File: src/rtl/turf_bus_arbiter_pkg.sv
// Shared types and constants for the TURF register-port arbiter.
package turf_bus_arbiter_pkg;

  typedef enum logic [1:0] {
    StIdle  = 2'd0,
    StIssue = 2'd1,
    StGap   = 2'd2,
    StFlush = 2'd3
  } arb_state_e;

  localparam int unsigned AddrW = 6;
  localparam int unsigned BankW = 2;
  localparam int unsigned DataW = 32;

  localparam logic [DataW-1:0] ErrData = 32'hDEADBEEF;

  function automatic int unsigned max_u(input int unsigned a, input int unsigned b);
    return (a > b) ? a : b;
  endfunction

endpackage

File: src/rtl/turf_rr_grant.sv
// Combinational round-robin picker: first pending requester strictly after the pointer, wrapping.
module turf_rr_grant #(
  parameter int unsigned N_REQ = 2,
  parameter int unsigned PtrW  = 1
) (
  input  logic [N_REQ-1:0] req_i,
  input  logic [PtrW-1:0]  ptr_i,
  output logic [N_REQ-1:0] gnt_o,
  output logic [PtrW-1:0]  idx_o,
  output logic             valid_o
);

  int unsigned     w_j;
  logic [PtrW-1:0] w_jt;

  always_comb begin
    gnt_o   = '0;
    idx_o   = '0;
    valid_o = 1'b0;
    w_j     = 0;
    w_jt    = '0;
    for (int unsigned i = 1; i <= N_REQ; i++) begin
      w_j = 32'(ptr_i) + i;
      if (w_j >= N_REQ) w_j -= N_REQ;
      w_jt = w_j[PtrW-1:0];
      if (!valid_o && req_i[w_jt]) begin
        valid_o     = 1'b1;
        gnt_o[w_jt] = 1'b1;
        idx_o       = w_jt;
      end
    end
  end

endmodule

File: src/rtl/turf_bus_arbiter.sv
// Shares the TURF parallel register port between N_REQ requesters: round-robin grant,
// one access in flight, post-ack idle gap and timeout/flush recovery.
module turf_bus_arbiter
  import turf_bus_arbiter_pkg::*;
#(
  parameter int unsigned N_REQ          = 2,
  parameter int unsigned GAP_CYCLES     = 1,
  parameter int unsigned TIMEOUT_CYCLES = 255,
  parameter int unsigned FLUSH_CYCLES   = 8
) (
  input  logic                   clk_i,
  input  logic                   rst_n_i,
  input  logic [N_REQ-1:0]       req_rd_i,
  input  logic [N_REQ-1:0]       req_wr_i,
  input  logic [AddrW*N_REQ-1:0] req_addr_i,
  input  logic [BankW*N_REQ-1:0] req_bank_i,
  input  logic [DataW*N_REQ-1:0] req_dat_i,
  output logic [DataW-1:0]       req_dat_o,
  output logic [N_REQ-1:0]       req_ack_o,
  output logic [N_REQ-1:0]       req_err_o,
  output logic                   turf_rd_o,
  output logic                   turf_wr_o,
  output logic [AddrW-1:0]       turf_addr_o,
  output logic [BankW-1:0]       turf_bank_o,
  output logic [DataW-1:0]       turf_dat_o,
  input  logic [DataW-1:0]       turf_dat_i,
  input  logic                   turf_ack_i,
  output logic [N_REQ-1:0]       grant_o,
  output logic                   busy_o
);

  localparam int unsigned CntW = $clog2(max_u(TIMEOUT_CYCLES, FLUSH_CYCLES) + 1);
  localparam int unsigned PtrW = (N_REQ > 1) ? $clog2(N_REQ) : 1;

  localparam logic [CntW-1:0] TimeoutLast = CntW'(TIMEOUT_CYCLES - 1);
  localparam logic [CntW-1:0] GapLast     = CntW'(GAP_CYCLES - 1);
  localparam logic [CntW-1:0] FlushLast   = CntW'(FLUSH_CYCLES - 1);

  arb_state_e       r_state;
  logic [CntW-1:0]  r_cnt;
  logic [PtrW-1:0]  r_ptr;
  logic [N_REQ-1:0] r_grant;
  logic [N_REQ-1:0] r_ack;
  logic [N_REQ-1:0] r_err;
  logic [DataW-1:0] r_dat;
  logic             r_rd;
  logic             r_wr;
  logic [AddrW-1:0] r_addr;
  logic [BankW-1:0] r_bank;
  logic [DataW-1:0] r_wdat;

  logic [N_REQ-1:0] w_req;
  logic [N_REQ-1:0] w_gnt;
  logic [PtrW-1:0]  w_idx;
  logic             w_valid;
  logic             w_both;

  assign w_req  = req_rd_i | req_wr_i;
  assign w_both = req_rd_i[w_idx] & req_wr_i[w_idx];

  turf_rr_grant #(
    .N_REQ (N_REQ),
    .PtrW  (PtrW)
  ) u_rr_grant (
    .req_i   (w_req),
    .ptr_i   (r_ptr),
    .gnt_o   (w_gnt),
    .idx_o   (w_idx),
    .valid_o (w_valid)
  );

  always_ff @(posedge clk_i or negedge rst_n_i) begin
    if (!rst_n_i) begin
      r_state <= StIdle;
      r_cnt   <= '0;
      r_ptr   <= PtrW'(N_REQ - 1);
      r_grant <= '0;
      r_ack   <= '0;
      r_err   <= '0;
      r_dat   <= '0;
      r_rd    <= 1'b0;
      r_wr    <= 1'b0;
      r_addr  <= '0;
      r_bank  <= '0;
      r_wdat  <= '0;
    end else begin
      r_ack <= '0;
      r_err <= '0;
      case (r_state)
        StIdle: begin
          r_cnt <= '0;
          if (w_valid) begin
            r_ptr <= w_idx;
            if (w_both) begin
              // Conflicting direction: refuse without touching the port.
              r_err   <= w_gnt;
              r_dat   <= ErrData;
              r_state <= StGap;
            end else begin
              r_grant <= w_gnt;
              r_rd    <= req_rd_i[w_idx];
              r_wr    <= req_wr_i[w_idx];
              r_addr  <= req_addr_i[32'(w_idx)*AddrW +: AddrW];
              r_bank  <= req_bank_i[32'(w_idx)*BankW +: BankW];
              r_wdat  <= req_dat_i[32'(w_idx)*DataW +: DataW];
              r_state <= StIssue;
            end
          end
        end
        StIssue: begin
          if (turf_ack_i) begin
            r_rd    <= 1'b0;
            r_wr    <= 1'b0;
            if (r_rd) r_dat <= turf_dat_i;
            r_ack   <= r_grant;
            r_grant <= '0;
            r_cnt   <= '0;
            r_state <= StGap;
          end else if (r_cnt == TimeoutLast) begin
            r_rd    <= 1'b0;
            r_wr    <= 1'b0;
            r_dat   <= ErrData;
            r_err   <= r_grant;
            r_grant <= '0;
            r_cnt   <= '0;
            r_state <= StFlush;
          end else if (r_cnt != '1) begin
            r_cnt <= r_cnt + 1'b1;
          end
        end
        StGap: begin
          if (r_cnt >= GapLast) begin
            r_cnt   <= '0;
            r_state <= StIdle;
          end else if (r_cnt != '1) begin
            r_cnt <= r_cnt + 1'b1;
          end
        end
        StFlush: begin
          if (r_cnt >= FlushLast) begin
            r_cnt   <= '0;
            r_state <= StIdle;
          end else if (r_cnt != '1) begin
            r_cnt <= r_cnt + 1'b1;
          end
        end
        default: r_state <= StIdle;
      endcase
    end
  end

  assign req_dat_o   = r_dat;
  assign req_ack_o   = r_ack;
  assign req_err_o   = r_err;
  assign turf_rd_o   = r_rd;
  assign turf_wr_o   = r_wr;
  assign turf_addr_o = r_addr;
  assign turf_bank_o = r_bank;
  assign turf_dat_o  = r_wdat;
  assign grant_o     = r_grant;
  assign busy_o      = (r_state != StIdle);

endmodule

File: config.mk
export PLATFORM = sky130hd
export DESIGN_NAME = turf_bus_arbiter
export DESIGN_NICKNAME = d
export VERILOG_FILES = /design/src/rtl/turf_bus_arbiter_pkg.sv /design/src/rtl/turf_rr_grant.sv /design/src/rtl/turf_bus_arbiter.sv
export SDC_FILE = /design/constraint.sdc
export NUM_CORES = 1
export LEC_CHECK = 0
export CORE_AREA = 2 2 78 155
export CTS_CLUSTER_DIAMETER = 120
export DETAILED_ROUTE_END_ITERATION = 10
export DIE_AREA = 0 0 80 157
export GPL_TIMING_DRIVEN = 0
export PLACE_DENSITY = 0.79
export SYNTH_ARGS = -nofsm -noshare
export SYNTH_HDL_FRONTEND = slang
export SYNTH_SLANG_ARGS = --single-unit
File: constraint.sdc
create_clock -name clk_i -period 2.2 [get_ports clk_i]
set_clock_uncertainty 0.15 [all_clocks]
set_input_delay 0.66 -clock clk_i [delete_from_list [all_inputs] [get_ports clk_i]]
set_output_delay 0.66 -clock clk_i [all_outputs]
set_load 0.02 [all_outputs]
==> flow_summary.yaml <==
floorplanning:
  die_area_um2: 12600
  die_w_um: 80
  io_pins: 200
  die_y_um: 157
  start_util_pct: 42.5
  core_um2: 11300
  row_count: 55
synth:
  synth_edf_count: 0
  synthCells: 354
  syn_area_um2: 4790
  synth_nets: 475
  synth.avg_cell_area_um2: 13.5
  ys_seq_area_share_pct: 47.5
  synth.distinct_cells: 60
  ys_ff_latch: 91
  ys_warn_count: 0
  synthFlopType: "dfrtp_1"
  async_flop_share_pct: 100
critical_path:
  critical_path_arrival_ns: 2.28
  startpoint: "turf_ack_i"
  crit_buf_inv: 2
  cp-endpoint: "req_dat_o[23]"
  worst-path-stages: 5
  crit_path_cell_trace: "clkdlybuf4s50_1, nor3b_4, clkbuf_8, or2b_1, mux2_4"
  critPathSlowestCell: "clkdlybuf4s50_1"
  max_stage_delay_ns: 0.57
  regToRegStartpoint: "r_ptr"
  critPathLaunchType: "input port"
  crit_path_end_kind: "register"
  critPathRequiredTime_ns: 2.28
  crit_type: "in2reg"
  cp_top_family: "buffers and inverters"
  worstReg2RegEnd: "turf_addr_o[0]"
  crit_fanout: 10
  r2r_cells: 5
  r2r_setup_slack_ns: 0.10
power:
  leakage_nw: 3.10
  ir_worst_vdd_uv: 755
  powerDensity_nw_per_um2: 1340
detailed_routing:
  wirelength_um: 12200
  dr.pass1.iters: 4
  ant_nets: 0
  drt-wirelength-per-cell_um: 17.1
  drtIter0Drc: 125
  viasPerCell: 5.07
  drc: 0
  vias: 3603
final_layout:
  final_nets: 686
  layout-drive-gt1-share_pct: 22.8
  final_common_cell: "clkdlybuf4s50_1"
  num-fill-cells: 878
  fin_area_um2: 7340
  instances_no_fill: 711
  area_delta_synth_final_pct: 53.0
  n_antenna_cell: 0
  mostFrequentLayoutCells: "clkdlybuf4s50_1, dfrtp_1, mux2_4"
clocking:
  clkLatencyLatePin_ns: 0.33
  clockBufferDepth: 2
  numCtsBuffers: 9
  cts_sinks: 91
  clk_transition_reported_paths_ns: 0.07
  cts_htree_levels: 3
  cts_tree: "built"
  cts-root-buf: "clkbuf_16"
sta:
  period_needed_ns: 2.20
  period_share_pct: 99.9
  maxSlewHeadroom_pct: 58.8
  rsz0062_at_grt: "true"
  final-setup-viol-count: 0
  finalHoldViolCount: 0
  tightest_slew_ns: 0.618
  finalMaxSlewViolations: 0
  fmax_mhz: 455
placement:
  portBuffers: 197
  place_area_um2: 6970
  dp_cells: 694
  gp_congestion: 0.800
  hpwlAfterDp_um: 9390
worst_hold_path:
  hold_class: "in2async"
global_route:
  grt_pass1_wl_um: 19400
  grt_remaining_overflow: 0
  track_usage_pct: 19.7
  antenna_found_initial: 0
  grt_pass1_vias: 4045
  grt_max_degree: 48
run_status:
  status: "finished, final reports clean"
job:
  maxCapViolCount: 0
-- what timing repair did --
item / CTS / global route
pin swaps: 0 / 0
buffers inserted: 2 / 0
hold buffers: 0 / 0
gates resized for setup: 17 / 10
gates cloned: 0 / 0
endpoints found under the setup margin: 82 / 64
-- how the worst min path moves through the flow --
stage	start	to	slack, ns	depth (start not counted)
floorplan	rst_n_i	grant_o[0]	0.21	0
global placement	req_dat_o[1]	req_dat_o[1]	0.34	1
detailed placement	turf_dat_o[24]	turf_dat_o[24]	0.34	1
CTS	rst_n_i	turf_dat_o[29]	0.20	1
global route	rst_n_i	turf_dat_o[29]	0.22	1
finish	rst_n_i	turf_dat_o[29]	0.17	1
-- logic make-up (layout without fill, tap and decap cells) --
family | after synthesis | in the layout | synth area share [%]
fa+ha+maj | 2 | 2 | 0.522
simple gates | 79 | 79 | 9.81
flops | 91 | 91 | 47.5
mux | 113 | 113 | 31.1
xor+xnor | 3 | 3 | 0.548
buf+inv | 33 | 248 | 4.57
compound gates | 33 | 33 | 5.98
-- power by group --
group          internal, mW  leakage [nW]  switching (mW)
clock network         0.909         0.137           0.649
registers              2.40          1.05           0.447
logic                  3.02          1.91            2.44
-- cells in the mapped netlist (all sizes together) (3+ instances only) --
cell    number  share of area, %
a21boi       3              0.47
mux2i       10               2.1
nor2b        3              0.39
or2b         7               1.1
o221ai       3              0.68
clkbuf       3              0.26
nor3         4              0.42
mux2       103                29
nor2        11              0.91
nand2       12              0.94
o21ai        4              0.65
a21oi        4              0.42
nand2b      19               2.5
and2         3              0.39
inv         15               1.2
nand3        7              0.84
nand4        4              0.65
buf         15               3.1
dfrtp       90                47
-- worst register-to-register path, stage by stage (launching register included) --
cell	delay [ns]
dfstp_2	0.58
o21a_2	0.22
o21bai_4	0.20
buf_6	0.20
mux2_1	0.37
mux2_4	0.26
-- state kept, by name, indices dropped and copies added, names as in the netlist, 2 cells and up --
| signal | cells |
|---|---|
| turf_dat_o | 32 |
| req_ack_o | 2 |
| grant_o | 2 |
| turf_bank_o | 2 |
| r_state | 2 |
| r_cnt | 8 |
| req_err_o | 2 |
| req_dat_o | 32 |
| turf_addr_o | 6 |
-- layer usage --
| layer | global-route usage (%) | vias up | wire, um |
|---|---|---|---|
| li1 | - | 1670 | - |
| met1 | 21.0 | 1766 | 4490 |
| met2 | 36.3 | 141 | 6560 |
| met3 | 4.87 | 26 | 776 |
| met4 | 7.83 | 0 | 347 |
| met5 | 0 | - | 0 |
-- layout make-up --
type | instances | area [um^2] | area share [%]
plain buffers | 18 | 176 | 2.40
clock buffers | 10 | 239 | 3.26
clock inverters | 5 | 61.3 | 0.836
inverters | 15 | 56.3 | 0.768
multi-input cells | 230 | 2350 | 32.0
flip-flops and latches | 91 | 2280 | 31.1
well taps | 142 | 178 | 2.42
repair buffers | 200 | 2000 | 27.3
-- through the flow --
step | hold slack (ns) | worst slack (ns) | setup TNS, ns | total power [mW] | util [%]
after global placement | 0.339 | -2.98 | -314.78 | 8.18 | 61.5
after floorplan | 0.214 | 0.0373 | 0 | 6.14 | -
after global routing | 0.218 | -0.0401 | -0.201 | 10.4 | 65.0
final | 0.174 | 0.00147 | 0 | 9.86 | 65.0
after CTS | 0.202 | -0.00659 | -0.00744 | 9.95 | 64.9
after detailed placement | 0.344 | -0.778 | -49.24 | 8.28 | 61.8
(Power assumes the default switching activity.)
